$ cat config.mk
export PLATFORM = sky130hd
export DESIGN_NAME = tlp_tx_arbiter
export DESIGN_NICKNAME = d
export VERILOG_FILES = /design/src/rtl/tlp_tx_arbiter.sv
export SDC_FILE = /design/constraint.sdc
export NUM_CORES = 1
export LEC_CHECK = 0
export CORE_MARGIN = 3
export CORE_UTILIZATION = 39
export CTS_BUF_LIST = sky130_fd_sc_hd__clkbuf_2
export DETAILED_ROUTE_END_ITERATION = 10
export PLACE_DENSITY = 0.82
export SYNTH_ARGS = -nofsm -noshare
export SYNTH_HDL_FRONTEND = slang
export SYNTH_SLANG_ARGS = --single-unit
$ cat constraint.sdc
create_clock -name pcieClk_in -period 1.95 [get_ports pcieClk_in]
set_input_delay 0.2925 -clock pcieClk_in [delete_from_list [all_inputs] [get_ports pcieClk_in]]
set_output_delay 0.2925 -clock pcieClk_in [all_outputs]
set_load 0.05 [all_outputs]
$ cat src/rtl/tlp_tx_arbiter.sv
// tlp_tx_arbiter: packet-atomic two-source TLP arbiter with a registered tx stage
module tlp_tx_arbiter #(
  parameter bit FIXED_PRIO = 1'b0
) (
  input  logic        pcieClk_in,
  input  logic        reset_in,
  input  logic [63:0] aData_in,
  input  logic        aSOP_in,
  input  logic        aEOP_in,
  input  logic        aValid_in,
  output logic        aReady_out,
  input  logic [63:0] bData_in,
  input  logic        bSOP_in,
  input  logic        bEOP_in,
  input  logic        bValid_in,
  output logic        bReady_out,
  output logic [63:0] txData_out,
  output logic        txSOP_out,
  output logic        txEOP_out,
  output logic        txValid_out,
  input  logic        txReady_in,
  output logic        protoErr_out
);
  typedef enum logic [1:0] {IDLE, OWN_A, OWN_B} state_t;
  state_t state;
  logic last_b;
  logic load, idle, ca, cb, any_c, pick_a, pick_b, sel_b, acc, fwd, err;
  logic [63:0] s_data;
  logic s_sop, s_eop;
  // Grant selection, same-cycle ready, and stray-beat discard in IDLE
  always_comb begin
    load = !txValid_out | txReady_in;
    idle = state == IDLE;
    ca = aValid_in & aSOP_in;
    cb = bValid_in & bSOP_in;
    any_c = ca | cb;
    pick_a = ca & (!cb | FIXED_PRIO | last_b);
    pick_b = cb & !pick_a;
    aReady_out = idle ? (any_c ? pick_a & load : aValid_in) : (state == OWN_A) & load;
    bReady_out = idle ? (any_c ? pick_b & load : bValid_in) : (state == OWN_B) & load;
    sel_b = idle ? pick_b : state == OWN_B;
    s_data = sel_b ? bData_in : aData_in;
    s_sop = sel_b ? bSOP_in : aSOP_in;
    s_eop = sel_b ? bEOP_in : aEOP_in;
    acc = sel_b ? bValid_in & bReady_out : aValid_in & aReady_out;
    fwd = acc & (!idle | any_c);
    err = idle ? !any_c & (aValid_in | bValid_in) : fwd & s_sop;
  end
  // Output register, packet ownership, round-robin memory and sticky error
  always_ff @(posedge pcieClk_in) begin
    if (reset_in) begin
      state <= IDLE;
      last_b <= 1'b1;
      txValid_out <= 1'b0;
      txSOP_out <= 1'b0;
      txEOP_out <= 1'b0;
      txData_out <= '0;
      protoErr_out <= 1'b0;
    end else begin
      txValid_out <= load ? fwd : txValid_out;
      txData_out <= fwd ? s_data : txData_out;
      txSOP_out <= fwd ? s_sop : txSOP_out;
      txEOP_out <= fwd ? s_eop : txEOP_out;
      protoErr_out <= protoErr_out | err;
      last_b <= fwd & idle ? sel_b : last_b;
      state <= !fwd ? state : s_eop ? IDLE : sel_b ? OWN_B : OWN_A;
    end
  end
endmodule

**Word-level counts from Yosys, hierarchy flattened**

Cells that the tools add are included.

- Equality and inequality tests: 2
- Muxes and demuxes: 12
- Bitwise logic cells: 20
- Reductions and logical operators: 6

Operators with widths:

| kind | number |
|---|---|
| two-way mux 64 bit | 1 |
| AND 1 bit | 14 |
| two-way mux 1 bit | 9 |
| bitwise OR 1 bit | 6 |
| logical NOT 1 bit | 5 |
| two-way mux 2 bit | 2 |
| equality test 2 x 1 -> 1 bit, second input constant | 1 |
| equality test 2 bit, second input constant | 1 |
| logical NOT 2 bit | 1 |

- Bits in registers: 71
- Input port bits: 137

**Longest topological paths before layout**

Gate-level depths: netlist of the first run.

- Depth in word-level cells: 15
- Gate-level depth with buffers: 8
- Mapped depth without buffers: 4

**Least setup slack after synthesis of the first run**

No wires, ideal clock.

- Path type: flip-flop to output port
- Start point: register txValid_out
- End point: output port bReady_out
- Arrival time: 1.997 ns
- Path slack: -0.339 ns
- Stages on the path, launching flop included: 5
- Path buffers: 1
- Cell sequence: dfxtp_1 -> nor2b_1 -> buf_2 -> nor2b_1 -> nor3_1

- Longest elaborated chain between the ends: 5
- Elaborated cells between the ends (all ways): 6
- Those cells by class: mux (2); bitwise (3); reduce/logical (1)

Ends and longest elaborated chain:

| element | line | text |
|---|---|---|
| start: declaration | 20 | `output logic txValid_out,` |
| start signal: assignment | 60 | `txValid_out <= load ? fwd : txValid_out;` |
| logical NOT 1 bit * | 32 | `load = !txValid_out \| txReady_in;` |
| bitwise OR 1 bit * | 32 |  |
| AND 1 bit | 40 | `bReady_out = idle ? (any_c ? pick_b & load : bValid_in) : (state == OWN_B) & load;` |
| two-way mux 1 bit | 40 |  |
| two-way mux 1 bit * | 40 |  |
| end: declaration | 16 | `output logic bReady_out,` |

Mark *: on every way between the ends. The rest lies on a longest branch, timed or not.

**Worst setup path after layout of the first run**

- Start point: input port bValid_in
- End point: output port aReady_out

- Longest elaborated chain between the ends: 7
- Elaborated cells between the ends (all ways): 8
- Those cells by class: mux (2); bitwise (5); reduce/logical (1)

Ends and longest elaborated chain:

| element | line | text |
|---|---|---|
| start: declaration | 15 | `input logic bValid_in,` |
| AND 1 bit * | 35 | `cb = bValid_in & bSOP_in;` |
| logical NOT 1 bit | 37 | `pick_a = ca & (!cb \| FIXED_PRIO \| last_b);` |
| bitwise OR 1 bit | 37 |  |
| AND 1 bit | 37 |  |
| AND 1 bit | 39 | `aReady_out = idle ? (any_c ? pick_a & load : aValid_in) : (state == OWN_A) & load;` |
| two-way mux 1 bit * (2 in a row) | 39 |  |
| end: declaration | 11 | `output logic aReady_out,` |

Marks and branches as above.

==> results of run 1 <==
-- final timing paths --
| kind | from | to | slack [ns] | cells after the start |
|---|---|---|---|---|
| worst min register to register | last_b$_SDFFE_PP1P_ | last_b$_SDFFE_PP1P_ | 0.58 | 2 |
| worst min-delay path | reset_in | txValid_out$_SDFFE_PP0N_ | 0.27 | 2 |
| worst max register to register | state[0]$_SDFFE_PP0N_ | txData_out[35]$_SDFFE_PP0N_ | 0.07 | 6 |
| worst max-delay path | bValid_in | aReady_out | -0.08 | 6 |
-- critical path: stages --
cell and delay (ns):
clkdlybuf4s50_1 0.64, nand3b_1 0.14, a31oi_1 0.21, nor3_1 0.07, or2_4 0.23, buf_8 0.15
-- cell families after synthesis --
kind of cell | count (synthesis)
DFF | 71
buffers and inverters | 52
and+or+nand+nor | 223
AOI/OAI and AO/OA | 84
muxes | 1
-- final cells by class --
| class | count | area [µm²] | area share (%) |
|---|---|---|---|
| timing repair buffer | 243 | 2407 | 39.78 |
| multi-input combinational | 308 | 1936 | 31.99 |
| sequential | 71 | 1431 | 23.66 |
| tap | 108 | 135.1 | 2.233 |
| clock inverter | 6 | 83.83 | 1.385 |
| clock buffer | 10 | 50.05 | 0.8271 |
| inverter | 2 | 7.507 | 0.1241 |
-- where the power goes --
part / switching [mW] / internal (mW) / leakage, nW
registers: 0.0996 / 1.65 / 0.590
logic: 1.40 / 0.862 / 1.83
clock network: 0.539 / 0.426 / 0.0776
total: 2.04 / 2.94 / 2.50
-- Yosys cell counts (2+ instances only) --
cell type / number
nand2_1: 132
dfxtp_1: 71
nor3_1: 71
a311oi_1: 36
a311oi_2: 30
clkbuf_1: 25
buf_2: 19
a21oi_1: 6
nor2_1: 5
buf_6: 3
a211oi_1: 2
a31oi_1: 2
buf_4: 2
inv_1: 2
nand2b_1: 2
nand3_1: 2
nor2b_1: 2
nor4_4: 2
o211ai_1: 2
o21ai_0: 2
o21ai_1: 2
-- sequential cells by signal (all words and copies together) (netlist names) --
register,cells
last_b,1
protoErr_out,1
state,2
txData_out,64
txEOP_out,1
txSOP_out,1
txValid_out,1
-- metrics by stage --
| stage | TNS (ns) | setup slack (ns) |
|---|---|---|
| 5_1_grt | -0.1868 | -0.1635 |
| 4_1_cts | -0.08038 | -0.08038 |
| 3_3_place_gp | -9.480 | -0.1585 |
| 6_report | -0.08195 | -0.08195 |
| 3_5_place_dp | -11.31 | -0.2312 |
| 2_1_floorplan | 0 | 0.08761 |
-- routing by layer --
layer | GRT usage [%] | vias up | share of wire [%]
met1 | 27.53 | 1901 | 39
met5 | 0 | - | 0
met4 | 8.793 | 0 | 1.8
li1 | - | 1976 | -
met2 | 42.10 | 185 | 51
met3 | 6.405 | 18 | 8.0
-- what timing repair did --
action                     4_1_cts  5_1_grt
buffers inserted                 5        2
resized for setup               86        5
cloned                           0        0
pin swaps                        4       12
setup endpoints to repair       70       26
==> impl_metrics.csv, run 1 <==
group,metric,value,unit
power_and_ir_drop,p_per_area,823.3,nW/µm²
run_status,violations,"negative setup slack",
grt,globalRouteOverflowTotal,0,
timing,setup_ws,-0.08195,ns
synthesis,synth_compound_area_share,24.57,%
placement,place_area,5888,µm²
placement,dpl.hpwl,9271,µm
grt,grt_antenna_before_repair,0,
placement,portBuffers,206,
synthesis,synthAdderAreaFrac,0,%
layout,n_fill_cell,727,
grt,grt_pass1_wl,19850,µm
layout,final_nets,772,
synthesis,synth_top_area_share,39.93,%
die,die_h,101.5,µm
synthesis,ys.flop_type,"dfxtp_1",
layout,final_cell_mix,"134 x clkdlybuf4s50_1, 132 x nand2_1, 69 x nor3_1, 69 x dlygate4sd2_1, 67 x dfxtp_1",
power_and_ir_drop,irDropWorstVdd,369.2,µV
critical_path,path_max_fanout,8,
detailed_routing,via_count,4080,
critical_path,worst_setup_path_end_kind,"primary output",
die,core_area,8806,µm²
detailed_routing,via_per_inst,5.455,
synthesis,synth_mux_area_share,0.2812,%
placement,place.gp.congestion,0.8575,
job,drv_cap,0,
synthesis,synth_edf_count,0,
detailed_routing,firstDrtPassIters,6,
synthesis,synthDistinctLibCells,32,
die,die_area,10310,µm²
grt,grtUsageTotal,23.85,%
critical_path,worst-endpoint-required,1.66,ns
die,die_x,101.5,µm
clocking,cts_tree,"done",
synthesis,syn_avg_cell_area,8.259,µm²
detailed_routing,route.detailed.drc,0,
clocking,cts_made_buffers,9,
detailed_routing,wire_per_inst,16.90,µm
layout,syn_to_final_growth,69.98,%
power_and_ir_drop,power,4.982,mW
timing,final_hold_viol_count,0,
synthesis,syn_inst,431,
clocking,h-tree-depth,3,
layout,antenna_cells,0,
detailed_routing,finalWirelength,12640,µm
critical_path,startpoint_type,"primary input",
grt,grt_pass1_vias,4138,
clocking,cts_buffer_depth,2,
critical_path,arrival,1.74,ns
timing,relSlewSlack,62.91,%
grt,grt_max_degree,42,
synthesis,synth_area_leaders,"dfxtp_1 40%, nand2_1 14%, a311oi_2 13%",
timing,finalCritPeriodShare,104.2,%
synthesis,synth_top_area_cell,"dfxtp_1",
die,initial_core_util,40.42,%
synthesis,synth_top_family_by_area,"simple AND/OR/NAND/NOR gates",
detailed_routing,drtIter0Drc,168,
die,io_pins,207,
die,num_rows,34,
timing,clock.fmax,492.1,MHz
power_and_ir_drop,p_leak,2.499,nW
timing,worst_slew_pin_slew,0.5563,ns
layout,final_area,6051,µm²
layout,drive_gt1_share,15.78,%
layout,layout_commonest_cell,"clkdlybuf4s50_1",
synthesis,synth_nets,568,
layout,layoutNonFillerInstCount,748,
clocking,clk_pin_slew_worst_paths,0.21,ns
synthesis,yosysWarningCount,0,
timing,fin_crit,2.032,ns
critical_path,critPathKind,"in2out",
synthesis,yosys.area_share.xor_xnor,0,%
clocking,worstSkewPairLatency,0.49,ns
timing,setup_viol,1,
timing,rsz0062_at_grt,"true",
layout,finish.utilization,68.71,%
timing,drv_slew,0,
clocking,cts_sinks,71,
detailed_routing,postRouteAntennaNets,0,
synthesis,synthSimpleGateAreaFrac,28.22,%
timing,finClkSkew,0.02546,ns
worst_hold_path,hold_class,"in2reg",
synthesis,ys_seq_area_share,39.93,%
clocking,ctsHoldBuffers,0,
timing,hold_ws,0.2694,ns
placement,dp_cells,726,
synthesis,synth-seq-cells,71,
synthesis,async_flop_share,0,%
clocking,cts-root-buf,"clkbuf_2",
synthesis,syn_area,3560,µm²
run_status,outcome,"finished, violations left",
Power figures use the tool's default switching activity.
==> run 2, diff against run 1 <==
Settings changed: PLACE_DENSITY 0.82 to not set, PLACE_DENSITY_LB_ADDON set to 0.15.
==> impl_metrics.csv, run 2 (synthesis results as in run 1) <==
group,metric,value,unit
critical_path,crit_chain,"clkdlybuf4s50_1 > buf_4 > a31oi_1 > nor3_2 > or2_4 > buf_12",
critical_path,critPathKind,"in2out",
layout,top_register,"txData_out",
clocking,cts-root-buf,"clkbuf_2",
die,die_x,101.5,µm
critical_path,crit_path_end,"aReady_out",
placement,place.gp.congestion,0.8295,
critical_path,arrival,1.67,ns
layout,antenna_cells,0,
timing,setup_viol,1,
layout,n_fill_cell,766,
layout,final_nets,775,
placement,portBuffers,206,
detailed_routing,finalWirelength,12810,µm
critical_path,critPathTopFamily,"buffers and inverters",
die,core_area,8806,µm²
detailed_routing,via_count,4102,
timing,hold_ws,0.3624,ns
placement,pre_cts_slack,-0.3074,ns
power_and_ir_drop,p_per_area,778.3,nW/µm²
detailed_routing,drtIter0Drc,182,
job,drv_cap,0,
timing,drv_slew,0,
timing,relSlewSlack,58.71,%
die,die_area,10310,µm²
detailed_routing,firstDrtPassIters,4,
detailed_routing,postRouteAntennaNets,0,
die,num_rows,34,
critical_path,startpoint_type,"primary input",
critical_path,crit_path_start,"aSOP_in",
layout,largest_reg_flops,64,
power_and_ir_drop,irDropWorstVdd,369.9,µV
die,initial_core_util,40.42,%
layout,layout_commonest_cell,"clkdlybuf4s50_1",
run_status,outcome,"finished, violations left",
timing,finalCritPeriodShare,100.7,%
clocking,cts_buffer_depth,2,
timing,clock.fmax,509.0,MHz
critical_path,path_max_fanout,6,
grt,grt_max_degree,54,
detailed_routing,route.detailed.drc,0,
clocking,cts_made_buffers,9,
clocking,h-tree-depth,3,
grt,grt_pass1_vias,4090,
timing,fin_tns_setup,-0.01453,ns
critical_path,crit_path_top_delay_cell,"clkdlybuf4s50_1",
critical_path,reg2reg_from,"state[0]$_SDFFE_PP0N_",
grt,grtUsageTotal,24.18,%
grt,grt_pass1_wl,19820,µm
critical_path,slowest_delay,0.53,ns
clocking,ctsHoldBuffers,0,
timing,worst_slew_pin_slew,0.6193,ns
timing,finClkSkew,0.02179,ns
power_and_ir_drop,power,4.717,mW
timing,final_hold_viol_count,0,
die,die_h,101.5,µm
critical_path,worst-endpoint-required,1.66,ns
detailed_routing,via_per_inst,5.477,
power_and_ir_drop,p_leak,2.509,nW
clocking,clk_pin_slew_worst_paths,0.20,ns
die,io_pins,207,
clocking,worstSkewPairLatency,0.49,ns
grt,grt_antenna_before_repair,0,
critical_path,worst_setup_path_end_kind,"primary output",
critical_path,rr_worst_depth,7,
worst_hold_path,hold_class,"in2reg",
layout,final_cell_mix,"134 x clkdlybuf4s50_1, 132 x nand2_1, 69 x dlygate4sd2_1",
layout,syn_to_final_growth,70.26,%
timing,rsz0062_at_grt,"true",
critical_path,path_buf_inv,3,
critical_path,regToRegEndpoint,"txData_out[44]$_SDFFE_PP0N_",
critical_path,path_depth,6,
run_status,violations,"negative setup slack",
layout,drive_gt1_share,17.63,%
critical_path,ff2ff_setup_slack,0.06,ns
placement,dpl.hpwl,9267,µm
timing,fin_crit,1.965,ns
clocking,cts_tree,"done",
layout,reg_top3,"txData_out x64, state x2",
timing,setup_ws,-0.01453,ns
grt,globalRouteOverflowTotal,0,
clocking,cts_sinks,71,
detailed_routing,wire_per_inst,17.11,µm
[run 2: changes by cell type in the layout (fill, tap and decap cells not counted), moves of 2 or more]
cell and delta:
a311oi_1 -7, a311oi_2 +7, buf_4 +4, bufinv_16 -2
clkinv_1 -2, clkinv_2 +4, nor2b_2 +2, nor2b_4 -2
[run 2: tightest hold or removal path: stages]
cell and delay (ns):
clkdlybuf4s50_1 0.39, nand2_1 0.05, a311oi_1 0.08
[run 2: stage by stage]
step / cells / util (%) / instance area, µm²
after CTS: 748 / 67.77 / 5968
after detailed placement: 730 / 67.35 / 5931
after global routing: 749 / 68.83 / 6061
final: 749 / 68.83 / 6061
after global placement: 730 / 67.35 / 5931
after floorplan: 431 / - / 3566
[run 2: power by group]
group          internal (mW)  switching (mW)  total (mW)
Combinational          0.890            1.42        2.31
Clock                  0.145           0.511       0.657
Sequential              1.65           0.101        1.75
Total                   2.69            2.03        4.72
[run 2: cell type report]
cell class                      instances  area (µm²)  area share (%)
Sequential cell                        71        1429           23.58
Inverter                                2       7.507          0.1239
Timing Repair Buffer                  246        2436           40.19
Clock buffer                            9       45.04          0.7432
Clock inverter                          5       27.53          0.4542
Tap cell                              108       135.1           2.230
Multi-Input combinational cell        308        1981           32.68
[run 2: worst min path at each step]
stage,startpoint,to,slack [ns],cells past startpoint
global placement,protoErr_out$_SDFF_PP0_,protoErr_out$_SDFF_PP0_,0.50,2
detailed placement,protoErr_out$_SDFF_PP0_,protoErr_out$_SDFF_PP0_,0.51,2
floorplan,aEOP_in,state[0]$_SDFFE_PP0N_,0.39,1
finish,aData_in[14],txData_out[14]$_SDFFE_PP0N_,0.36,3
global route,bData_in[60],txData_out[60]$_SDFFE_PP0N_,0.30,3
CTS,aData_in[15],txData_out[15]$_SDFFE_PP0N_,0.31,3
[run 2: repair_timing]
| action | 4_1_cts | 5_1_grt |
|---|---|---|
| setup buffers | 5 | 2 |
| pin swaps | 3 | 3 |
| resized for setup | 77 | 17 |
| endpoints found under the setup margin | 70 | 68 |
[run 2: layer usage]
| layer | vias up | routed length, µm | GRT usage [%] |
|---|---|---|---|
| li1 | 1985 | - | - |
| met1 | 1909 | 5038 | 28.06 |
| met2 | 181 | 6376 | 41.65 |
| met3 | 27 | 1093 | 8.127 |
| met4 | 0 | 307 | 8.282 |
| met5 | - | 0 | 0 |
==> run 3, diff against run 2 <==
Settings changed: CORE_UTILIZATION 39 to 40, DONT_BUFFER_PORTS set to 1.
==> impl_metrics.csv, run 3 <==
group,metric,value,unit
synthesis,synthDistinctLibCells,32,
synthesis,synth.most_common_cell,"nand2_1",
clocking,cts_made_buffers,9,
placement,dpl.hpwl,7291,µm
clocking,cts-root-buf,"clkbuf_2",
synthesis,synth-seq-cells,71,
clocking,cts_buffer_depth,2,
synthesis,synth_top_area_cell,"dfxtp_1",
synthesis,synth_top_area_share,39.93,%
placement,pre_cts_slack,0.07496,ns
run_status,error_line,"[ERROR RSZ-0060] Max buffer count reached.",
die,die_h,100.3,µm
run_status,stop_stage,"5_1_grt",
synthesis,syn_inst,431,
synthesis,ys_seq_area_share,39.93,%
die,io_pins,207,
run_status,outcome,"aborted with a tool error",
clocking,cts_sinks,71,
timing,endpoint_type,"top-level output",
clocking,h-tree-depth,3,
placement,portBuffers,0,
synthesis,synth_area_leaders,"dfxtp_1 40%, nand2_1 14%, a311oi_2 13%",
die,initial_core_util,42.26,%
synthesis,synth_nets,568,
die,die_x,100.3,µm
synthesis,async_flop_share,0,%
synthesis,yosysWarningCount,0,
synthesis,ys.flop_type,"dfxtp_1",
die,num_rows,33,
synthesis,synth_edf_count,0,
placement,place.gp.congestion,0.7425,
synthesis,syn_area,3560,µm²
grt,grt_max_degree,74,
synthesis,netlist_top_cells_count,"132 x nand2_1, 71 x dfxtp_1, 71 x nor3_1",
timing,worst_endpoint,"aReady_out",
synthesis,syn_avg_cell_area,8.259,µm²
run 3: kinds of logic after synthesis:
group           share of synthesized area (%)
compound gates                          24.57
mux                                    0.2812
simple gates                            28.23
flops                                   39.93
buf+inv                                 6.994
run 3: metrics by stage:
step	instance area, µm²	instances
after floorplan	3566	431
after global placement	3835	519
after detailed placement	3835	519
after CTS	4118	543
run 3: repair_timing:
action / CTS
hold buffers: 3
pin swaps: 3
buffers inserted: 5
gates resized for setup: 11
setup endpoints to repair: 3
endpoints found under the hold margin: 71
==> run 4, diff against run 3 <==
Settings changed: CORE_UTILIZATION 40 to 25, CTS_BUF_LIST sky130_fd_sc_hd__clkbuf_2 to not set.
==> impl_metrics.csv, run 4 (synthesis results as in run 1) <==
group,metric,value,unit
run_status,outcome,"completed",
grt,grtUsageTotal,14.82,%
critical_path,slowest_delay,0.43,ns
job,drv_cap,0,
timing,finClkSkew,0.003890,ns
critical_path,reg2reg_from,"state[1]$_SDFFE_PP0N_",
detailed_routing,drtIter0Drc,149,
clocking,cts_buffer_depth,2,
grt,grt_pass1_wl,18800,µm
die,die_h,125.3,µm
grt,grt_antenna_before_repair,0,
critical_path,arrival,1.57,ns
clocking,cts-root-buf,"clkbuf_16",
critical_path,critPathKind,"reg2out",
die,initial_core_util,26.26,%
timing,clock.fmax,537.0,MHz
critical_path,crit_path_end,"aReady_out",
layout,final_nets,564,
clocking,clk_pin_slew_worst_paths,0.05,ns
layout,top_register,"txData_out",
timing,rsz0062_at_grt,"false",
critical_path,rr_worst_depth,6,
layout,drive_gt1_share,20.05,%
placement,dpl.hpwl,7817,µm
critical_path,worst-endpoint-required,1.66,ns
critical_path,worst_setup_path_end_kind,"primary output",
layout,final_cell_mix,"132 x nand2_1, 70 x dfxtp_1, 69 x nor3_1",
layout,largest_reg_flops,64,
die,die_x,125.3,µm
critical_path,regToRegEndpoint,"txData_out[37]$_SDFFE_PP0N_",
die,core_area,13560,µm²
critical_path,path_max_fanout,8,
placement,place.gp.congestion,0.7527,
detailed_routing,postRouteAntennaNets,0,
power_and_ir_drop,p_leak,1.489,nW
timing,setup_viol,0,
critical_path,ff2ff_setup_slack,0.12,ns
timing,fin_crit,1.862,ns
clocking,cts_sinks,71,
detailed_routing,via_per_inst,5.502,
detailed_routing,wire_per_inst,19.63,µm
clocking,post_cts_buffers,0,
clocking,h-tree-depth,3,
power_and_ir_drop,p_per_area,1184,nW/µm²
grt,grt_max_degree,74,
clocking,cts_tree,"done",
worst_hold_path,hold_class,"in2reg",
timing,worst_slew_pin_slew,0.5637,ns
critical_path,startpoint_type,"flop",
die,io_pins,207,
timing,drv_slew,0,
layout,finish.utilization,30.78,%
worst_hold_path,hold_depth,1,
timing,fin_tns_setup,0,ns
grt,globalRouteOverflowTotal,0,
detailed_routing,via_count,3329,
layout,layout_commonest_cell,"nand2_1",
critical_path,crit_path_top_delay_cell,"dfxtp_1",
timing,relSlewSlack,62.37,%
critical_path,crit_chain,"buf_4 > a211oi_2 > and3b_1 > or2_4",
detailed_routing,finalWirelength,11880,µm
clocking,cts_made_buffers,9,
timing,final_hold_viol_count,0,
grt,grt_pass1_vias,3368,
layout,antenna_cells,0,
clocking,worstSkewPairLatency,0.33,ns
power_and_ir_drop,irDropWorstVdd,414.8,µV
critical_path,crit_path_start,"state[0]$_SDFFE_PP0N_",
detailed_routing,firstDrtPassIters,4,
detailed_routing,route.detailed.drc,0,
layout,syn_to_final_growth,17.22,%
timing,finalCritPeriodShare,95.50,%
die,die_area,15710,µm²
die,num_rows,42,
layout,reg_top3,"txData_out x64, state x2",
placement,portBuffers,0,
-- run 4: per-layer routing --
metal  vias up  global-route usage (%)  routed length, µm
li1       1557                       -                  -
met1      1594                   17.13               4864
met2       165                   24.26               5597
met3        13                   6.098               1223
met4         0                   6.250                189
met5         -                       0                  0
-- run 4: through the flow --
step | setup WS [ns] | power [mW] | hold WS, ns | instance area [µm²] | std cells
2_1_floorplan | 0.08761 | 3.222 | 0.3891 | 3566 | 431
3_3_place_gp | 0.1309 | 3.507 | 0.3704 | 3896 | 591
3_5_place_dp | 0.1222 | 3.518 | 0.3719 | 3896 | 591
4_1_cts | 0.03812 | 5.026 | 0.005446 | 4154 | 604
5_1_grt | 0.01217 | 5.189 | 0.002058 | 4173 | 605
6_report | 0.08766 | 4.941 | 0.02550 | 4173 | 605
-- run 4: critical path: cells and delay by family, from the launching register on --
| kind | cells | cell delay [ns] |
|---|---|---|
| and+or+nand+nor | 2 | 0.56 |
| DFF | 1 | 0.43 |
| buffers and inverters | 1 | 0.21 |
| AOI/OAI and AO/OA | 1 | 0.05 |
-- run 4: how the worst min path moves through the flow --
stage | slack, ns | from | to
final | 0.03 | reset_in | txData_out[24]$_SDFFE_PP0N_
after global routing | 0.002 | reset_in | txData_out[60]$_SDFFE_PP0N_
after CTS | 0.005 | reset_in | txData_out[5]$_SDFFE_PP0N_
after detailed placement | 0.37 | reset_in | txData_out[2]$_SDFFE_PP0N_
after global placement | 0.37 | reset_in | txData_out[2]$_SDFFE_PP0N_
after floorplan | 0.39 | aEOP_in | state[0]$_SDFFE_PP0N_
-- run 4: cell type report --
class	instances	area (µm²)
fillers	1477	9385
clock buffers	11	242.7
flip-flops and latches	71	1423
inverters	2	7.507
multi-input cells	308	1913
clock inverters	2	10.01
well taps	176	220.2
repair buffers	35	356.6
-- run 4: report_power, final --
part	internal [mW]	total, mW	switching [mW]
clock	0.869	1.46	0.592
combinational	0.449	1.19	0.737
sequential	1.66	2.29	0.639
-- run 4: timing repair --
item	4_1_cts	5_1_grt
gates resized for setup	2	2
endpoints found under the setup margin	2	15
hold buffers	0	1
hold endpoints to repair	0	3
